===== config.mk =====
export PLATFORM = sky130hd
export DESIGN_NAME = ifetch_queue_flat
export DESIGN_NICKNAME = d
export VERILOG_FILES = /design/src/rtl/ifetch_pkg.sv /design/src/rtl/ifetch_queue_if.sv /design/src/rtl/ifq_fifo.sv /design/src/rtl/ifetch_queue.sv /design/src/flat_wrapper.sv
export SDC_FILE = /design/constraint.sdc
export NUM_CORES = 1
export LEC_CHECK = 0
export ABC_AREA = 1
export CAP_MARGIN = 10
export CORE_ASPECT_RATIO = 1.4
export CORE_UTILIZATION = 45
export CTS_CLUSTER_DIAMETER = 80
export CTS_CLUSTER_SIZE = 25
export DETAILED_ROUTE_END_ITERATION = 8
export DONT_BUFFER_PORTS = 1
export PLACE_DENSITY = 0.62
export RECOVER_POWER = 100
export SYNTH_ARGS = -nofsm -noshare
export SYNTH_HDL_FRONTEND = slang
export SYNTH_SLANG_ARGS = --single-unit

===== constraint.sdc =====
create_clock -name clk -period 4.7 [get_ports clk]
set_input_delay 0.94 -clock clk [delete_from_list [all_inputs] [get_ports clk]]
set_output_delay 0.94 -clock clk [all_outputs]
set_load 0.01 [all_outputs]

===== src/rtl/ifetch_pkg.sv =====
// Shared types for the instruction-fetch queue: FSM state and the {instr, pc+4} queue entry.
package ifetch_pkg;

  localparam int IFQ_W = 32;

  typedef enum logic {S_IDLE, S_REQ} ifq_state_t;

  typedef struct packed {
    logic [IFQ_W-1:0] instr;
    logic [IFQ_W-1:0] pc4;
  } ifq_entry_t;

endpackage


===== src/rtl/ifetch_queue_if.sv =====
// Instruction-memory request bus between the fetch front end (master) and the memory (slave).
interface ifetch_queue_if #(
  parameter int W = 32
);

  logic         instrreq;
  logic [W-1:0] instradr;
  logic         instrabort;
  logic [W-1:0] instrF;

  modport master (output instrreq, instradr, input instrabort, instrF);
  modport slave  (input instrreq, instradr, output instrabort, instrF);

endinterface


===== src/rtl/ifq_fifo.sv =====
// Prefetch queue storage: circular buffer with push/pop/flush; flush has priority.
module ifq_fifo
  import ifetch_pkg::*;
#(
  parameter int DEPTH = 4
) (
  input  logic                       clk,
  input  logic                       rst_n,
  input  logic                       push_i,
  input  logic                       pop_i,
  input  logic                       flush_i,
  input  ifq_entry_t                 wdata_i,
  output ifq_entry_t                 rdata_o,
  output logic [$clog2(DEPTH+1)-1:0] count_o
);

  localparam int CW = $clog2(DEPTH + 1);
  localparam int PW = $clog2(DEPTH);

  ifq_entry_t      mem_q [DEPTH];
  logic [PW-1:0]   wr_q, wr_d, rd_q, rd_d;
  logic [CW-1:0]   count_q, count_d;
  logic            do_pop;

  assign do_pop = pop_i && (count_q != '0);

  // Pointers wrap naturally because DEPTH is a power of two.
  always_comb begin
    wr_d    = wr_q;
    rd_d    = rd_q;
    count_d = count_q;
    if (flush_i) begin
      wr_d    = '0;
      rd_d    = '0;
      count_d = '0;
    end else begin
      if (push_i) wr_d = wr_q + PW'(1);
      if (do_pop) rd_d = rd_q + PW'(1);
      if (push_i && !do_pop)      count_d = count_q + CW'(1);
      else if (!push_i && do_pop) count_d = count_q - CW'(1);
    end
  end

  always_ff @(posedge clk or negedge rst_n) begin
    if (!rst_n) begin
      wr_q    <= '0;
      rd_q    <= '0;
      count_q <= '0;
    end else begin
      wr_q    <= wr_d;
      rd_q    <= rd_d;
      count_q <= count_d;
    end
  end

  always_ff @(posedge clk) begin
    if (push_i && !flush_i) mem_q[wr_q] <= wdata_i;
  end

  assign rdata_o = (count_q != '0) ? mem_q[rd_q] : '0;
  assign count_o = count_q;

endmodule


===== src/rtl/ifetch_queue.sv =====
// Instruction-fetch front end: memory req/abort handshake feeding a prefetch queue, with redirect flush.
// Define IFQ_STATS_EN to add the stat_fetch/stat_drop transfer counters.
module ifetch_queue
  import ifetch_pkg::*;
#(
  parameter int           W        = 32,
  parameter int           DEPTH    = 4,
  parameter int           MIN_WAIT = 5,
  parameter logic [W-1:0] RESET_PC = '0
) (
  input  logic           clk,
  input  logic           reset,
  ifetch_queue_if.master imem,
  input  logic           stallD,
  input  logic           redirect,
  input  logic [W-1:0]   redirect_pc,
  output logic           instr_valid,
  output logic [W-1:0]   instrD,
  output logic [W-1:0]   pc4D
`ifdef IFQ_STATS_EN
  ,
  output logic [31:0]    stat_fetch,
  output logic [31:0]    stat_drop
`endif
);

  localparam int             CW         = $clog2(DEPTH + 1);
  localparam int             WCW        = (MIN_WAIT > 0) ? $clog2(MIN_WAIT + 1) : 1;
  localparam logic [CW-1:0]  DEPTH_C    = CW'(DEPTH);
  localparam logic [WCW-1:0] MIN_WAIT_C = WCW'(MIN_WAIT);
  localparam logic [W-1:0]   PC_STEP    = W'(4);

  ifq_state_t     state_q, state_d;
  logic [W-1:0]   req_pc_q, req_pc_d;
  logic [W-1:0]   fetch_pc_q, fetch_pc_d;
  logic           drop_q, drop_d;
  logic [WCW-1:0] waitcnt_q, waitcnt_d;

  logic           complete, keep;
  logic [CW-1:0]  count;
  ifq_entry_t     head, wentry;

  assign complete = (state_q == S_REQ) && (waitcnt_q == MIN_WAIT_C) && !imem.instrabort;
  assign keep     = complete && !drop_q && !redirect;

  // A redirect while a transfer is outstanding cannot cancel it on the bus; drop_q marks its data as stale.
  always_comb begin
    state_d    = state_q;
    req_pc_d   = req_pc_q;
    fetch_pc_d = fetch_pc_q;
    drop_d     = drop_q;
    waitcnt_d  = waitcnt_q;
    unique case (state_q)
      S_IDLE: begin
        if (!redirect && (count < DEPTH_C)) begin
          state_d   = S_REQ;
          req_pc_d  = fetch_pc_q;
          waitcnt_d = '0;
        end
      end
      S_REQ: begin
        if (complete) begin
          state_d = S_IDLE;
          drop_d  = 1'b0;
          if (keep) fetch_pc_d = req_pc_q + PC_STEP;
        end else begin
          if (waitcnt_q != MIN_WAIT_C) waitcnt_d = waitcnt_q + WCW'(1);
          if (redirect) drop_d = 1'b1;
        end
      end
      default: state_d = S_IDLE;
    endcase
    if (redirect) fetch_pc_d = redirect_pc;
  end

  always_ff @(posedge clk or negedge reset) begin
    if (!reset) begin
      state_q    <= S_IDLE;
      req_pc_q   <= RESET_PC;
      fetch_pc_q <= RESET_PC;
      drop_q     <= 1'b0;
      waitcnt_q  <= '0;
    end else begin
      state_q    <= state_d;
      req_pc_q   <= req_pc_d;
      fetch_pc_q <= fetch_pc_d;
      drop_q     <= drop_d;
      waitcnt_q  <= waitcnt_d;
    end
  end

  assign imem.instrreq = (state_q == S_REQ);
  assign imem.instradr = req_pc_q;

  assign wentry = '{instr: imem.instrF, pc4: req_pc_q + PC_STEP};

  ifq_fifo #(.DEPTH(DEPTH)) u_fifo (
    .clk     (clk),
    .rst_n   (reset),
    .push_i  (keep),
    .pop_i   (instr_valid && !stallD && !redirect),
    .flush_i (redirect),
    .wdata_i (wentry),
    .rdata_o (head),
    .count_o (count)
  );

  assign instr_valid = (count != '0);
  assign instrD      = head.instr;
  assign pc4D        = head.pc4;

`ifdef IFQ_STATS_EN
  logic [31:0] stat_fetch_q, stat_drop_q;

  always_ff @(posedge clk or negedge reset) begin
    if (!reset) begin
      stat_fetch_q <= '0;
      stat_drop_q  <= '0;
    end else if (complete) begin
      if (keep) stat_fetch_q <= stat_fetch_q + 32'd1;
      else      stat_drop_q  <= stat_drop_q + 32'd1;
    end
  end

  assign stat_fetch = stat_fetch_q;
  assign stat_drop  = stat_drop_q;
`endif

endmodule


===== src/flat_wrapper.sv =====
// flat-port wrapper written by rule: the top's interface ports become plain ports
module ifetch_queue_flat import ifetch_pkg::*;
#(
  parameter int           W        = 32,
  parameter int           DEPTH    = 4,
  parameter int           MIN_WAIT = 5,
  parameter logic [W-1:0] RESET_PC = '0
)
  (clk, reset, stallD, redirect, redirect_pc, instr_valid, instrD, pc4D, imem_instrreq, imem_instradr, imem_instrabort, imem_instrF);
  ifetch_queue_if #(.W(W)) imem_i ();
  input  logic clk;
  input  logic reset;
  input  logic stallD;
  input  logic redirect;
  input  logic [W-1:0] redirect_pc;
  output logic instr_valid;
  output logic [W-1:0] instrD;
  output logic [W-1:0] pc4D;
  output wire logic [$bits(imem_i.instrreq)-1:0] imem_instrreq;
  output wire logic [$bits(imem_i.instradr)-1:0] imem_instradr;
  input wire logic [$bits(imem_i.instrabort)-1:0] imem_instrabort;
  input wire logic [$bits(imem_i.instrF)-1:0] imem_instrF;
  assign imem_instrreq = imem_i.instrreq;
  assign imem_instradr = imem_i.instradr;
  assign imem_i.instrabort = imem_instrabort;
  assign imem_i.instrF = imem_instrF;
  ifetch_queue #(.W(W), .DEPTH(DEPTH), .MIN_WAIT(MIN_WAIT), .RESET_PC(RESET_PC)) u_core (.clk(clk), .reset(reset), .imem(imem_i), .stallD(stallD), .redirect(redirect), .redirect_pc(redirect_pc), .instr_valid(instr_valid), .instrD(instrD), .pc4D(pc4D));
endmodule

==> results.json, run 1 <==
{
  "ys_types": 29,
  "io_buffers": 0,
  "die_h_um": 211,
  "violations": "max-capacitance violations, max-slew violations",
  "areaGrowthSynthToFinish_pct": 5.71,
  "ctsResizeCount": 0,
  "synthCells": 1360,
  "viasPerCell": 5.36,
  "fin_crit_sh_pct": 85.4,
  "dieWidth_um": 152,
  "cts-root-buf": "clkbuf_16",
  "place.gp.congestion": 0.900,
  "clock_path_buffers": 3,
  "p_leak_uw": 0.00547,
  "endpoint_kind": "output port",
  "drv_cap": 6,
  "ant_nets": 0,
  "fp-row-count": 76,
  "synth-main-ff-cell": "edfxtp_1",
  "cellPowerDensity_mw_per_mm2": 494,
  "synth_area_leader_cell": "edfxtp_1",
  "numCtsBuffers": 17,
  "synthesis.area_per_instance_um2": 10.4,
  "grt_max_degree": 80,
  "layout_setup_ws_ns": 0.687,
  "wl_um": 33000,
  "antenna_found_initial": 0,
  "ctsHoldBuffers": 0,
  "clkTransAtPathRegs_ns": 0.09,
  "critPathKind": "register to output port",
  "synth-xor-area-share_pct": 0.995,
  "synth_nets": 1437,
  "cts.sinks": 332,
  "clock_latency_ns": 0.51,
  "slew_headroom_pct": -51.6,
  "startpoint_type": "register",
  "coreArea_mm2": 0.0308,
  "worst_pin_slew_ns": 2.27,
  "h-tree-depth": 1,
  "drt_pass1_iterations": 4,
  "synth_compound_area_share_pct": 9.16,
  "track_usage_pct": 21.1,
  "max_freq_mhz": 249,
  "yosysTopAreaCellShare_pct": 54.6,
  "ir_drop_v": 0.000313,
  "drive_above_1_share_pct": 2.99,
  "initial_core_util_pct": 45.7,
  "num_io_pins": 167,
  "outcome": "complete, but fails checks",
  "overflow": 0,
  "synth_top_family_by_area": "simple AND/OR/NAND/NOR gates",
  "min_path_type": "primary input to asynchronous set/reset pin",
  "grt_pass1_vias": 9273,
  "wl_met3_um": 2270,
  "synthMuxAreaShare_pct": 0,
  "drc": 0,
  "dr.first_iter.drc_count": 572,
  "syn_area_mm2": 0.0141,
  "crit_required_ns": 3.76,
  "fin_hold_ws_ns": 0.125,
  "wl_met2_um": 17000,
  "synth-adder-area-share_pct": 0.764,
  "rsz0062_at_grt": "false",
  "async_reset_ff_share_pct": 22.9,
  "crit_fanout": 36,
  "synth-simple-area-share_pct": 16.8,
  "skew_ns": 0.0129,
  "post-cts-setup-buffers": 0,
  "synth_edf_count": 256,
  "layout.nets": 1404,
  "cp.arrival_ns": 3.07,
  "setup_viol_count_final": 0,
  "yosys-top-cells-area": "edfxtp_1 (55%), dfrtp_1 (13%), nor2_1 (8.2%)",
  "fin_crit_ns": 4.01,
  "ys_seq_area_share_pct": 68.1,
  "synth-seq-cells": 332,
  "vias": 9255,
  "dpl.hpwl_um": 20700,
  "pre_cts_slack_ns": 1.39,
  "setup_tns_ns": 0,
  "cts_tree": "done",
  "hold_viol_final": 0,
  "grt_pass1_wl_um": 51400,
  "yosysWarningCount": 0,
  "dieArea_mm2": 0.0320,
  "top_layer_used": "met4",
  "drv_slew": 307,
  "routedWlPerCell_um": 19.1,
  "n_antenna_cell": 0,
  "drt-met1-wl_um": 12900
}
power by group:
group,switching (µW),internal (µW),total [µW]
Sequential,407,3540,3950
Clock,898,726,1620
Combinational,1330,451,1790
Total,2640,4720,7360
cells by family (layout without fill, tap and decap cells):
logic type                 after synthesis  in the layout
xor gates and xnor gates                16             16
adders and majority gates                8              8
AOI/OAI and AO/OA                      253            253
and+or+nand+nor                        604            604
buffers and inverters                  147            124
DFF                                    332            332
cell usage after synthesis (3+ instances only):
cell type and instances:
nand4_1 3, nor2_1 309, buf_4 3, xor2_1 8
nor2_2 4, dfrtp_1 76, inv_2 4, xnor2_1 8
clkbuf_1 23, ha_1 7, inv_1 78, edfxtp_1 256
nand3_1 29, nand2_1 249, a21oi_1 65, buf_1 16
buf_2 22, nor2_4 4, o211ai_1 5, o21ai_0 178
final cells by class:
type / count / area, µm²
Fill cell: 2836 / 15900
Clock inverter: 2 / 18.8
Clock buffer: 27 / 484
Inverter: 83 / 313
Sequential cell: 332 / 9590
Timing Repair Buffer: 12 / 104
Multi-Input combinational cell: 881 / 3890
Tap cell: 390 / 488
final timing paths:
check                      slack, ns                            startpoint                                    to  depth (start not counted)
min in group clk                0.48      u_core.fetch_pc_q[8]$_DFFE_PN0P_   u_core.imem.instradr[8]$_DFFE_PN0P_                          2
hold reg to reg                 0.48      u_core.fetch_pc_q[8]$_DFFE_PN0P_   u_core.imem.instradr[8]$_DFFE_PN0P_                          2
hold / removal                  0.12                                 reset       u_core.waitcnt_q[0]$_DFFE_PN0P_                          0
setup reg to reg                0.71       u_core.waitcnt_q[1]$_DFFE_PN0P_  u_core.u_fifo.mem_q[1][36]$_DFFE_PP_                         10
max in group asynchronous       4.41                                 reset     u_core.fetch_pc_q[24]$_DFFE_PN0P_                          0
setup / recovery                0.69  u_core.u_fifo.count_o[2]$_DFFE_PN0P_                               pc4D[5]                          5
cells in the final DEF, fill, tap and decap left out:
cell / count
a21oi_1: 65
clkinv_2: 1
xor2_1: 8
nor2_4: 4
nor2_2: 1
o211ai_1: 5
fa_1: 1
o21bai_1: 2
edfxtp_1: 256
buf_4: 6
ha_1: 7
dfrtp_4: 1
and2_0: 2
nand2_1: 251
inv_8: 1
clkinv_1: 1
nand4_1: 3
buf_12: 2
nand3b_1: 1
nand3_1: 30
clkbuf_2: 3
clkinvlp_4: 1
clkbuf_16: 18
xnor2_1: 8
o31ai_1: 2
nor2_1: 312
inv_1: 80
dfrtp_2: 1
o21ai_0: 178
inv_2: 1
a31oi_1: 1
clkbuf_1: 10
dfrtp_1: 74
worst max-delay path: stages (launching register included):
cell and delay [ns]:
dfrtp_1 0.44, nor2_1 0.11, nand2_1 0.14, inv_1 1.13
buf_4 0.53, a21oi_1 0.20
sequential cells by signal (all words and copies together), names as in the netlist:
| signal | flops |
|---|---|
| u_core.u_fifo.count_o | 3 |
| u_core.u_fifo.mem_q | 256 |
| u_core.u_fifo.rd_q | 2 |
| u_core.drop_q | 1 |
| u_core.fetch_pc_q | 32 |
| u_core.waitcnt_q | 3 |
| u_core.imem.instradr | 32 |
| u_core.imem.instrreq | 1 |
| u_core.u_fifo.wr_q | 2 |
per-stage QoR:
| step | power (µW) | instance area, µm² | instances | utilization [%] |
|---|---|---|---|---|
| floorplan | 5200 | 14100 | 1360 | - |
| global placement | 5790 | 14500 | 1698 | 47.0 |
| detailed placement | 5840 | 14500 | 1698 | 47.0 |
| CTS | 7450 | 15000 | 1727 | 48.7 |
| global route | 7800 | 14900 | 1727 | 48.3 |
| finish | 7360 | 14900 | 1727 | 48.3 |
metal layers:
layer / GRT usage [%] / up-vias
met5: 0 / -
met1: 25.3 / 4480
li1: - / 4459
met4: 6.04 / 0
met3: 4.20 / 53
met2: 37.7 / 263
(Power assumes the default switching activity.)
==> run 2: changes to the inputs <==
- clock period: 4.7 -> 4.2 ns (I/O delays scaled with it)
==> results.json, run 2 (synthesized netlist as in run 1, its figures left out) <==
{
  "outcome": "complete, but fails checks",
  "violations": "max-capacitance violations, max-slew violations",
  "areaGrowthSynthToFinish_pct": 5.96,
  "initial_core_util_pct": 45.7,
  "whs_path_depth": 0,
  "ctsResizeCount": 0,
  "r2r_end": "u_core.u_fifo.mem_q[2][19]$_DFFE_PP_",
  "postPlaceCellArea_mm2": 0.0145,
  "startpoint_type": "register",
  "clock_path_buffers": 3,
  "worst_pin_slew_ns": 2.55,
  "num_io_pins": 167,
  "crit_chain": "inv_2 -> buf_2 -> nor2_1 -> o21ai_0 -> a21oi_1",
  "wl_um": 33300,
  "dr.first_iter.drc_count": 541,
  "final_core_util_pct": 48.5,
  "coreArea_mm2": 0.0308,
  "final_cell_mix": "nor2_1 (313), edfxtp_1 (256), nand2_1 (251)",
  "rr_worst_depth": 9,
  "die_h_um": 211,
  "drc": 0,
  "place.gp.congestion": 0.910,
  "critPathSlowestCell": "buf_2",
  "final_cell_area_mm2": 0.0149,
  "slew_headroom_pct": -70.2,
  "grt_max_degree": 71,
  "grt_pass1_wl_um": 51100,
  "layout.nets": 1411,
  "dpl.hpwl_um": 21200,
  "fp-row-count": 76,
  "endpoint_kind": "output port",
  "cellPowerDensity_mw_per_mm2": 554,
  "regToRegStartpoint": "u_core.waitcnt_q[1]$_DFFE_PN0P_",
  "cts_tree": "done",
  "numCtsBuffers": 17,
  "clock_latency_ns": 0.53,
  "dieWidth_um": 152,
  "startpoint": "u_core.u_fifo.rd_q[1]$_DFFE_PN0P_",
  "cts.sinks": 332,
  "max_freq_mhz": 269,
  "ant_nets": 0,
  "crit_fanout": 64,
  "p_leak_uw": 0.00550,
  "track_usage_pct": 21.2,
  "n_antenna_cell": 0,
  "rsz0062_at_grt": "false",
  "critPathKind": "register to output port",
  "slowest_delay_ns": 1.08,
  "vias": 9166,
  "r2r_setup_slack_ns": 0.70,
  "viasPerCell": 5.28,
  "cp.arrival_ns": 2.88,
  "fin_crit_ns": 3.72,
  "ir_drop_v": 0.000569,
  "post-cts-setup-buffers": 0,
  "drt_pass1_iterations": 4,
  "grt_pass1_vias": 9226,
  "regMostFlops": "u_core.u_fifo.mem_q",
  "mostFrequentLayoutCell": "nor2_1",
  "routedWlPerCell_um": 19.2,
  "hold_end": "u_core.u_fifo.mem_q[2][50]$_DFFE_PP_",
  "dieArea_mm2": 0.0320,
  "largest_reg_flops": 256,
  "min_path_type": "primary input to register",
  "drv_cap": 2,
  "drive_above_1_share_pct": 3.27,
  "overflow": 0,
  "cts-root-buf": "clkbuf_16",
  "hold_viol_final": 0,
  "io_buffers": 0,
  "antenna_found_initial": 0,
  "min-delay-start": "imem_instrF[18]",
  "h-tree-depth": 1,
  "setup_tns_ns": 0,
  "p_total_uw": 8270,
  "drv_slew": 110,
  "setup_viol_count_final": 0,
  "fin_crit_sh_pct": 88.6,
  "clkTransAtPathRegs_ns": 0.10,
  "skew_ns": 0.0280,
  "crit_required_ns": 3.36
}
## run 2: changes by cell type in the layout (fill, tap and decap cells not counted), moves of 2 or more
| cell | delta |
|---|---|
| dlygate4sd3_1 | +2 |
| buf_4 | +5 |
| inv_6 | +2 |
| clkbuf_1 | +2 |
| buf_12 | -2 |
## run 2: repair_timing
item,4_1_cts,5_1_grt
hold buffers,3,0
setup endpoints to repair,0,0
hold endpoints to repair,44,0
## run 2: report_power, final
part | internal, µW | switching [µW]
Combinational | 505 | 1470
Sequential | 3960 | 477
Clock | 840 | 1010
Total | 5310 | 2960
## run 2: worst max path at each step
stage,cells past startpoint,slack [ns],to
2_1_floorplan,5,-0.26,u_core.u_fifo.mem_q[0][0]$_DFFE_PP_
3_3_place_gp,4,1.28,instrD[27]
3_5_place_dp,4,1.23,instrD[27]
4_1_cts,4,0.65,instrD[27]
5_1_grt,5,0.26,instrD[18]
6_report,5,0.48,instrD[23]
## run 2: cell type report
class                           instances  area [µm²]
Multi-Input combinational cell        881        3890
Inverter                               83         313
Sequential cell                       332        9590
Fill cell                            2854       15900
Timing Repair Buffer                   19         129
Clock buffer                           26         459
Clock inverter                          4        56.3
Tap cell                              390         488
## run 2: per-stage QoR
step                cells  hold slack, ns  setup slack, ns
detailed placement   1702           0.461             1.23
global placement     1702           0.452             1.28
floorplan            1360           0.442           -0.262
CTS                  1735           0.137            0.648
global route         1735           0.371            0.263
finish               1735           0.398            0.480
## run 2: critical path: cells and delay by family, from the launching register on
kind,cells,cell delay [ns]
simple gates,1,0.17
compound gates,2,0.29
flops,1,0.65
buf+inv,2,1.18
## run 2: per-layer routing
layer | GRT usage, % | up-vias | routed length, µm
met5 | 0 | - | 0
met4 | 8.06 | 0 | 1110
met3 | 3.64 | 52 | 1620
met2 | 37.5 | 195 | 16900
met1 | 25.4 | 4439 | 13600
li1 | - | 4480 | -
